--- config.mk ---
export PLATFORM = sky130hd
export DESIGN_NAME = gate_reduce_pipe
export DESIGN_NICKNAME = d
export VERILOG_FILES = /design/src/rtl/gate_reduce_pkg.sv /design/src/rtl/pipe_slice.sv /design/src/rtl/gate_reduce_pipe.sv
export SDC_FILE = /design/constraint.sdc
export NUM_CORES = 1
export LEC_CHECK = 0
export CORE_MARGIN = 1.5
export CORE_UTILIZATION = 49
export CTS_CLUSTER_DIAMETER = 60
export DETAILED_ROUTE_END_ITERATION = 12
export PLACE_DENSITY_LB_ADDON = 0.2
export REMOVE_ABC_BUFFERS = 1
export SLEW_MARGIN = 0
export SYNTH_ARGS = -nofsm -noshare
export SYNTH_HDL_FRONTEND = slang
export SYNTH_SLANG_ARGS = --single-unit
--- constraint.sdc ---
create_clock -name clk -period 2.2 [get_ports clk]
set_input_delay 0.55 -clock clk [delete_from_list [all_inputs] [get_ports clk]]
set_output_delay 0.55 -clock clk [all_outputs]
set_load 0.02 [all_outputs]
--- src/rtl/gate_reduce_pkg.sv ---
// Shared types and the lane-reduction function for the gate_reduce_pipe slice.
// reduce_lanes works on a maximal bus so callers of any WIDTH/LANES can share it.
package gate_reduce_pkg;

  typedef enum logic [1:0] {
    GM_AND  = 2'b00,
    GM_OR   = 2'b01,
    GM_XOR  = 2'b10,
    GM_NAND = 2'b11
  } gate_mode_e;

  localparam int unsigned MAX_W     = 32;
  localparam int unsigned MAX_LANES = 16;
  localparam int unsigned BUS_W     = MAX_W * MAX_LANES;

  // Left-to-right bitwise reduction; NAND is the inverted full AND, not a chained NAND.
  function automatic logic [MAX_W-1:0] reduce_lanes(input logic [BUS_W-1:0] data,
                                                    input gate_mode_e       mode,
                                                    input int unsigned      width,
                                                    input int unsigned      lanes);
    logic [MAX_W-1:0] mask;
    logic [MAX_W-1:0] lane;
    logic [MAX_W-1:0] acc;
    mask = (width >= MAX_W) ? '1 : MAX_W'((64'(1) << width) - 64'(1));
    acc  = MAX_W'(data) & mask;
    lane = '0;
    for (int unsigned k = 1; k < MAX_LANES; k++) begin
      if (k < lanes) begin
        lane = MAX_W'(data >> (k * width)) & mask;
        case (mode)
          GM_AND, GM_NAND: acc = acc & lane;
          GM_OR:           acc = acc | lane;
          GM_XOR:          acc = acc ^ lane;
          default:         acc = acc;
        endcase
      end
    end
    if (mode == GM_NAND) acc = ~acc & mask;
    return acc;
  endfunction

endpackage

--- src/rtl/pipe_slice.sv ---
// One-entry valid/ready register; accepts whenever empty or being drained.
module pipe_slice #(
  parameter int unsigned W = 8
) (
  input  logic         clk,
  input  logic         aresetn,
  input  logic         in_valid,
  output logic         in_ready_c,
  input  logic [W-1:0] in_data,
  output logic         out_valid,
  input  logic         out_ready,
  output logic [W-1:0] out_data
);

  assign in_ready_c = ~out_valid | out_ready;

  // Payload only loads on a real handshake so idle-cycle data never enters the stage.
  always_ff @(posedge clk or negedge aresetn) begin
    if (!aresetn) begin
      out_valid <= 1'b0;
      out_data  <= '0;
    end else if (in_ready_c) begin
      out_valid <= in_valid;
      if (in_valid) out_data <= in_data;
    end
  end

endmodule

--- src/rtl/gate_reduce_pipe.sv ---
// Two-stage valid/ready pipeline reducing LANES operand vectors with a selectable gate.
// Stage 1 holds raw operands and mode; stage 2 holds the reduced result and flags.
module gate_reduce_pipe
  import gate_reduce_pkg::*;
#(
  parameter int unsigned WIDTH = 4,
  parameter int unsigned LANES = 2,
  parameter int unsigned CNT_W = 8
) (
  input  logic                   clk,
  input  logic                   aresetn,
  input  logic                   in_valid,
  output logic                   in_ready,
  input  logic [LANES*WIDTH-1:0] in_data,
  input  logic [1:0]             in_mode,
  output logic                   out_valid,
  input  logic                   out_ready,
  output logic [WIDTH-1:0]       out_q,
  output logic                   out_any,
  output logic                   out_all,
  output logic [CNT_W-1:0]       count
);

  localparam int unsigned DATA_W = LANES * WIDTH;
  localparam int unsigned S1_W   = DATA_W + 2;
  localparam int unsigned S2_W   = WIDTH + 2;

  logic              s1_ready_c;
  logic              s1_valid;
  logic              s2_ready_c;
  logic [S1_W-1:0]   s1_payload;
  logic [DATA_W-1:0] s1_data;
  logic [1:0]        s1_mode;
  logic [WIDTH-1:0]  red_q;
  logic [S2_W-1:0]   s2_payload;

  pipe_slice #(.W(S1_W)) u_s1 (
    .clk        (clk),
    .aresetn    (aresetn),
    .in_valid   (in_valid),
    .in_ready_c (s1_ready_c),
    .in_data    ({in_mode, in_data}),
    .out_valid  (s1_valid),
    .out_ready  (s2_ready_c),
    .out_data   (s1_payload)
  );

  assign {s1_mode, s1_data} = s1_payload;
  assign red_q = WIDTH'(reduce_lanes(BUS_W'(s1_data), gate_mode_e'(s1_mode), WIDTH, LANES));

  pipe_slice #(.W(S2_W)) u_s2 (
    .clk        (clk),
    .aresetn    (aresetn),
    .in_valid   (s1_valid),
    .in_ready_c (s2_ready_c),
    .in_data    ({red_q, |red_q, &red_q}),
    .out_valid  (out_valid),
    .out_ready  (out_ready),
    .out_data   (s2_payload)
  );

  assign {out_q, out_any, out_all} = s2_payload;

  // Held low while in reset so nothing looks accepted before the pipe is live.
  assign in_ready = s1_ready_c & aresetn;

  always_ff @(posedge clk or negedge aresetn) begin
    if (!aresetn) begin
      count <= '0;
    end else if (out_valid && out_ready) begin
      count <= count + CNT_W'(1);
    end
  end

endmodule
==> reports/summary.txt, run 1 <==
=================================================================================
Result of the run .................................................. complete, no violations
Number of nets still failing antenna checks after routing ..........            0
Cell-by-cell trace of the critical path ............................ clkdlybuf4s50_1 -> nand3b_1 -> and2_1 -> clkbuf_2
Initial antenna violation count ....................................            0
Post-synthesis cell type count .....................................           19
Routability congestion estimate from global placement ..............        0.820
Hold path depth ....................................................            1
Number of setup violations in the final report .....................            0
Max capacitance violation total ....................................            0
DRC violation count after routing ..................................            0
CTS clock-pin slew for the worst setup and hold paths ..............      0.15 ns
Total inserted antenna cells .......................................            0
Slowest stage delay, CP ............................................      0.41 ns
Final Critical Period ..............................................      2.01 ns
PD cells ...........................................................  1030 nW/um2
Final setup TNS ....................................................         0 ns
Die Area ...........................................................     3010 um2
Floorplan die width ................................................      54.9 um
Actual transition at the worst max-transition pin ..................     0.323 ns
Switching portion of total power ...................................        34.3%
Wirelength per Cell ................................................      12.8 um
Register-to-Register Setup Slack ...................................      0.39 ns
RSZ-0062 raised after global routing ...............................        false
Post-synthesis cell area ...........................................     1320 um2
Worst hold path startpoint .........................................     count[7]
End of the worst register-to-register path ......................... u_s2.out_data[1]
Sequential share of the synthesized area ...........................        49.4%
Type of origin of the critical path ................................   input port
Chip height ........................................................      54.9 um
Detail Placement HPWL ..............................................      1790 um
Final critical-path share of the clock period ......................        91.4%
Endpoints failing hold .............................................            0
Worst Path Buf+Inv .................................................            2
Clock Root Buffer .................................................. sky130_fd_sc_hd__clkbuf_4
Worst R2R Start .................................................... u_s1.out_data[8]
Endpoint arrival time on the critical path .........................      1.46 ns
Setup clock skew after layout ......................................   0.00420 ns
Synth Area per Inst ................................................     11.7 um2
Post-DR vias/cell ..................................................         5.02
Leakage dissipation ................................................  0.000800 uW
Critical path required time ........................................      1.65 ns
Fraction of layout cells with a size suffix above 1 ................        6.71%
Switching power of the nets ........................................       609 uW
Clock network fraction of total power ..............................        18.6%
Internal ...........................................................      1170 uW
Total gr overflow ..................................................            0
Classification of the worst setup path .............................       in2out
Number of buffers on the longest clock path ........................            2
Clock latency of the later-clocked register in the worst-skew pair .      0.32 ns
Clock tree from TritonCTS ..........................................        built
Effective utilization at floorplan .................................        52.7%
Area growth from synthesis to layout ...............................        30.2%
Hold Path Class ....................................................      reg2reg
Post-CTS Setup Repair Bufs .........................................            0
Worst reg2reg path depth ...........................................            7
CTS buffer count ...................................................            3
Rel. slew slack ....................................................        78.5%
Worst voltage drop across the vdd grid .............................     0.811 mV
Crit. End Element .................................................. primary output
Flip-flop and latch count after synthesis ..........................           26
Total Routed Length ................................................      2290 um
Placement Rows .....................................................           18
Crit-path max FO ...................................................            2
Number of warning messages in the yosys log ........................            0
Final net count ....................................................          176
Final slew viol count ..............................................            0
Part of the total power dissipated in combinational logic ..........        40.9%
Number of vias in the routed layout ................................          899
Core area ..........................................................     2500 um2
Number of port buffers .............................................           29
Worst path top cell family by delay ................................ buffers and inverters
GRT Util Overall ...................................................        17.9%
Global-route wire length before repair .............................      3820 um
Clock sink total ...................................................           26
Count of pins on the block boundary ................................           30
Cell at the slowest stage of the critical path ..................... sky130_fd_sc_hd__clkdlybuf4s50_1
Total power draw ...................................................      1770 uW
Fin Hold WS ........................................................     0.478 ns
Hold path endpoint .................................................     count[7]
Count of TritonRoute iterations in the first routing pass ..........            4
H-Tree Level Count .................................................            1
Part of the power in registers .....................................        40.5%
Largest net degree at the start of global routing ..................           27
Number of global-route vias before repair ..........................          876
Initial detailed-routing violation count ...........................           13
Fmax ...............................................................      497 MHz
Number of instances in the synthesized netlist .....................          113
=================================================================================
metrics by stage:
stage	instances	instance area (um2)	setup WS, ns	utilization (%)
6_report	179	1720	0.190	68.6
5_1_grt	179	1720	0.114	68.6
4_1_cts	179	1720	0.0293	68.8
3_5_place_dp	175	1670	-0.209	66.7
3_3_place_gp	175	1670	-0.205	66.7
2_1_floorplan	113	1320	0.619	-
how the worst max path moves through the flow:
stage / startpoint / end / slack, ns / cells after the start
after global routing: out_ready / in_ready / 0.11 / 4
after global placement: out_ready / in_ready / -0.20 / 4
after detailed placement: out_ready / in_ready / -0.21 / 4
after CTS: out_ready / in_ready / 0.03 / 4
after floorplan: u_s1.out_data[8] / u_s2.out_data[1] / 0.62 / 7
final: out_ready / in_ready / 0.19 / 4
cells by family after synthesis:
logic type / count (synthesis) / synth area share [%]
XOR/XNOR: 11 / 7.31
buffers and inverters: 11 / 3.13
adder cells (fa/ha/maj): 12 / 11.4
AO/OA/AOI/OAI: 6 / 2.66
multiplexers: 15 / 12.8
AND/OR/NAND/NOR: 32 / 13.3
flip-flops: 26 / 49.4
area by class of cell:
class	instances	area (um2)
fill	202	785
sequential	26	651
multi-input combinational	76	626
timing repair buffer	32	308
inverter	11	41.3
tap	30	37.5
clock inverter	1	30.0
clock buffer	3	22.5
power by group through the flow:
stage | sequential [uW] | clock [uW] | combinational (uW)
floorplan | 841 | 0 | 292
global placement | 717 | 0 | 712
detailed placement | 731 | 0 | 732
CTS | 720 | 343 | 736
global route | 739 | 359 | 801
finish | 718 | 331 | 725
worst register-to-register path: stages (launching register included):
cell                      delay [ns]
sky130_fd_sc_hd__dfrtp_1        0.43
sky130_fd_sc_hd__inv_1          0.06
sky130_fd_sc_hd__ha_1           0.34
sky130_fd_sc_hd__nor2b_1        0.16
sky130_fd_sc_hd__a31oi_1        0.19
sky130_fd_sc_hd__xor2_1         0.14
sky130_fd_sc_hd__nor4_1         0.30
sky130_fd_sc_hd__o21ai_1        0.09
flip-flops by register name (all words and copies together) (netlist names):
| signal | count |
|---|---|
| u_s2.out_valid | 1 |
| u_s2.out_data | 6 |
| u_s1.out_data | 10 |
| count | 8 |
| u_s1.out_valid | 1 |
metal layers:
layer	vias up	track usage [%]	wire (um)	part of all wire [%]
met5	-	0	0	0
met4	0	6.25	24	1.1
met3	4	2.46	71	3.1
met2	19	30.6	1130	49
met1	427	23.0	1060	46
li1	449	-	-	-
cell usage in the layout, fill, tap and decap left out, types with 2 or more instances in the layout:
cell / netlist / layout
sky130_fd_sc_hd__a31oi_1: 4 / 4
sky130_fd_sc_hd__and3_1: 3 / 3
sky130_fd_sc_hd__buf_4: 0 / 3
sky130_fd_sc_hd__clkbuf_4: 0 / 3
sky130_fd_sc_hd__clkdlybuf4s50_1: 0 / 28
sky130_fd_sc_hd__dfrtp_1: 26 / 26
sky130_fd_sc_hd__ha_1: 12 / 12
sky130_fd_sc_hd__inv_1: 11 / 11
sky130_fd_sc_hd__mux2_1: 14 / 14
sky130_fd_sc_hd__nand2_1: 8 / 8
sky130_fd_sc_hd__nand2b_1: 7 / 7
sky130_fd_sc_hd__nand3_1: 5 / 5
sky130_fd_sc_hd__nor2b_1: 4 / 4
sky130_fd_sc_hd__o21ai_1: 2 / 2
sky130_fd_sc_hd__xnor2_1: 6 / 6
sky130_fd_sc_hd__xor2_1: 5 / 5
repair_timing:
item	in CTS	in global routing
hold buffers	0	0
gates resized for setup	1	2
endpoints found under the setup margin	1	1
hold endpoints to repair	0	0
synthesized netlist by cell type:
cell type	number	area [um2]
sky130_fd_sc_hd__inv_1	11	41.3
sky130_fd_sc_hd__nand2_1	8	30.0
sky130_fd_sc_hd__nand2_2	1	6.26
sky130_fd_sc_hd__nand4_1	1	6.26
sky130_fd_sc_hd__and2_1	1	6.26
sky130_fd_sc_hd__o21ai_1	2	10.0
sky130_fd_sc_hd__a31oi_1	4	25.0
sky130_fd_sc_hd__xnor2_1	6	52.6
sky130_fd_sc_hd__mux2_2	1	11.3
sky130_fd_sc_hd__dfrtp_1	26	651
sky130_fd_sc_hd__mux2_1	14	158
sky130_fd_sc_hd__xor2_1	5	43.8
sky130_fd_sc_hd__and3_1	3	18.8
sky130_fd_sc_hd__ha_1	12	150
sky130_fd_sc_hd__nand2b_1	7	43.8
sky130_fd_sc_hd__nor2b_1	4	25.0
sky130_fd_sc_hd__nand3b_1	1	7.51
sky130_fd_sc_hd__nor4_1	1	6.26
sky130_fd_sc_hd__nand3_1	5	25.0
Power figures use the tool's default switching activity.
==> run 2, diff against run 1 <==
--- a/config.mk
+++ b/config.mk
@@ -5,7 +5,7 @@
 export SDC_FILE = /design/constraint.sdc
 export NUM_CORES = 1
 export LEC_CHECK = 0
-export CORE_MARGIN = 1.5
+export CORE_MARGIN = 10
 export CORE_UTILIZATION = 49
 export CTS_CLUSTER_DIAMETER = 60
 export DETAILED_ROUTE_END_ITERATION = 12
==> run 2 against run 1 <==
Against the previous run:
- die area up 72%
- register-to-register slack about the same
- sequential cell count stayed put
- combinational power increased by 1%
- first-iteration DRC count grew to 3.4 times the previous value
- critical path type unchanged
- largest cell class unchanged
==> reports/summary.txt, run 2 (synthesis results as in run 1) <==
=================================================================================
Detail Placement HPWL ..............................................      2020 um   +13%
Initial antenna violation count ....................................            0   unchanged
Post-cts hold buffer count .........................................            0   unchanged
Post-DR vias/cell ..................................................         4.93   -1.9%
Fin worst setup slack ..............................................     0.163 ns   -0.0265 ns
Initial detailed-routing violation count ...........................           44   +31
Clock latency of the later-clocked register in the worst-skew pair .      0.33 ns   about the same
Leakage dissipation ................................................  0.000809 uW   +1.1%
Most used cells in the layout excluding fill and tap cells ......... sky130_fd_sc_hd__clkdlybuf4s50_1 (27), sky130_fd_sc_hd__dfrtp_1 (26), sky130_fd_sc_hd__mux2_1 (14), sky130_fd_sc_hd__ha_1 (12), sky130_fd_sc_hd__inv_1 (11)
Hold Path Class ....................................................      reg2reg
Setup clock skew after layout ......................................    0.0126 ns   +0.00837 ns
Classification of the worst setup path .............................       in2out
DP Area ............................................................     1660 um2   -0.45%
Most common library cell in the layout ignoring fill and taps ...... sky130_fd_sc_hd__clkdlybuf4s50_1
Effective utilization at floorplan .................................        52.2%   -0.47 points
Final cell area excluding filler cells .............................     1720 um2   +0.51%
Register name with the most flops .................................. u_s1.out_data
Slowest stage delay, CP ............................................      0.52 ns   +0.11 ns
GRT Util Overall ...................................................        10.1%   -7.8 points
Crit. End Element .................................................. primary output
Number of nets still failing antenna checks after routing ..........            0   unchanged
Routability congestion estimate from global placement ..............        0.779   -5.0%
Worst voltage drop across the vdd grid .............................     0.793 mV   -2.2%
Max capacitance violation total ....................................            0   unchanged
Fraction of layout cells with a size suffix above 1 ................        6.71%   unchanged
Largest net degree at the start of global routing ..................           27   unchanged
Type of origin of the critical path ................................   input port
Sequential Area ....................................................      651 um2   unchanged
Chip height ........................................................      71.9 um   +31%
Largest register FFs ...............................................           10   unchanged
Worst path top cell family by delay ................................ buffers and inverters
Total Routed Length ................................................      2530 um   +11%
Total gr overflow ..................................................            0   unchanged
Area growth from synthesis to layout ...............................        30.9%
Number of vias in the routed layout ................................          882   -1.9%
Total inserted antenna cells .......................................            0   unchanged
Floorplan die width ................................................      71.9 um   +31%
Number of global-route vias before repair ..........................          972   +11%
Number of setup violations in the final report .....................            0   unchanged
Final slew viol count ..............................................            0   unchanged
Core area ..........................................................     2520 um2   +0.90%
Total area of multi-input combinational cells ......................      626 um2   unchanged
Largest registers .................................................. u_s1.out_data: 10 flops, count: 8 flops, u_s2.out_data: 6 flops
Crit-path max FO ...................................................            2   unchanged
Final Critical Period ..............................................      2.04 ns   +0.0265 ns
Fill cell count ....................................................          199   -1.5%
CTS buffer count ...................................................            3   unchanged
Fin Hold WS ........................................................     0.477 ns   -0.00162 ns
Count of pins on the block boundary ................................           30   unchanged
Clock sink total ...................................................           26   unchanged
Die Area ...........................................................     5160 um2   +72%
Actual transition at the worst max-transition pin ..................     0.335 ns   +0.0118 ns
CTS clock-pin slew for the worst setup and hold paths ..............      0.15 ns   about the same
Number of buffers on the longest clock path ........................            2   unchanged
Placement-stage worst setup slack ..................................    -0.318 ns   -0.109 ns
Result of the run .................................................. complete, no violations
Worst Path Buf+Inv .................................................            2   unchanged
Cell-by-cell trace of the critical path ............................ clkdlybuf4s50_1 -> and2_1 -> clkdlybuf4s15_2
Global-route wire length before repair .............................      4310 um   +13%
Number of port buffers .............................................           29   unchanged
PD cells ...........................................................  1030 nW/um2   about the same
Clock tree from TritonCTS ..........................................        built
RSZ-0062 raised after global routing ...............................        false
Endpoint arrival time on the critical path .........................      1.49 ns   +0.03 ns
Count of TritonRoute iterations in the first routing pass ..........            3   -1
Wirelength per Cell ................................................      14.2 um   +11%
H-Tree Level Count .................................................            1   unchanged
Critical path required time ........................................      1.65 ns   about the same
Endpoints failing hold .............................................            0   unchanged
Clock Root Buffer .................................................. sky130_fd_sc_hd__clkbuf_4
Register-to-Register Setup Slack ...................................      0.40 ns   about the same
Fmax ...............................................................      491 MHz   -1.3%
Final net count ....................................................          176   unchanged
DRC violation count after routing ..................................            0   unchanged
Rel. slew slack ....................................................        77.7%   -0.79 points
Cell at the slowest stage of the critical path ..................... sky130_fd_sc_hd__clkdlybuf4s50_1
Final critical-path share of the clock period ......................        92.6%   +1.2 points
Placement Rows .....................................................           18   unchanged
=================================================================================
## run 2: cell count changes in the layout (fill, tap and decap cells not counted), sizes merged
cell           delta
clkbuf            -1
clkdlybuf4s15     +1
clkdlybuf4s50     -1
dlymetal6s2s      +1
## run 2: worst reg2reg max path, stage by stage (launching register included)
cell and delay [ns]:
sky130_fd_sc_hd__dfrtp_1 0.43, sky130_fd_sc_hd__inv_1 0.06, sky130_fd_sc_hd__ha_1 0.35, sky130_fd_sc_hd__nor2b_1 0.15
sky130_fd_sc_hd__a31oi_1 0.17, sky130_fd_sc_hd__xor2_1 0.13, sky130_fd_sc_hd__nor4_1 0.30, sky130_fd_sc_hd__o21ai_1 0.09
## run 2: what timing repair did
| action | in CTS | in global routing |
|---|---|---|
| endpoints found under the setup margin | 1 | 1 |
| buffers inserted | 1 | 0 |
| endpoints found under the hold margin | 0 | 0 |
| resized for setup | 3 | 1 |
## run 2: path summary, 6_finish.rpt
path | from | endpoint | depth (start not counted)
max | aresetn | in_ready | 3
min in group asynchronous | aresetn | u_s2.out_data[0] | 2
max in group asynchronous | aresetn | u_s1.out_data[3] | 2
min reg2reg | count[7] | count[7] | 1
min | count[7] | count[7] | 1
max reg2reg | u_s1.out_data[8] | u_s2.out_data[1] | 7
## run 2: power breakdown
part | switching, uW | internal, uW | leakage (uW) | total (uW)
logic | 362 | 372 | 0.000469 | 734
registers | 108 | 610 | 0.000312 | 718
clock network | 148 | 184 | 0.0000279 | 332
total | 618 | 1170 | 0.000809 | 1780
## run 2: area by class of cell
cell class              instances  area share [%]
inverters                      11            2.39
flip-flops and latches         26            37.7
clock inverters                 1            1.74
well taps                      30            2.18
repair buffers                 32            18.4
multi-input cells              76            36.3
clock buffers                   3            1.31
## run 2: metal layers
layer	part of all wire (%)	global-route usage, %	up-vias
met4	0.47	3.23	0
met2	48	17.0	16
li1	-	-	446
met5	0	0	-
met3	6.7	3.31	2
met1	45	11.8	418
## run 2: through the flow
stage	setup TNS, ns	instances	utilization (%)	total power, uW
final	0	179	68.4	1780
after global routing	0	179	68.4	1910
after CTS	0	179	68.3	1810
after detailed placement	-0.318	174	65.8	1480
after global placement	-0.299	174	65.8	1440
after floorplan	0	113	-	1130
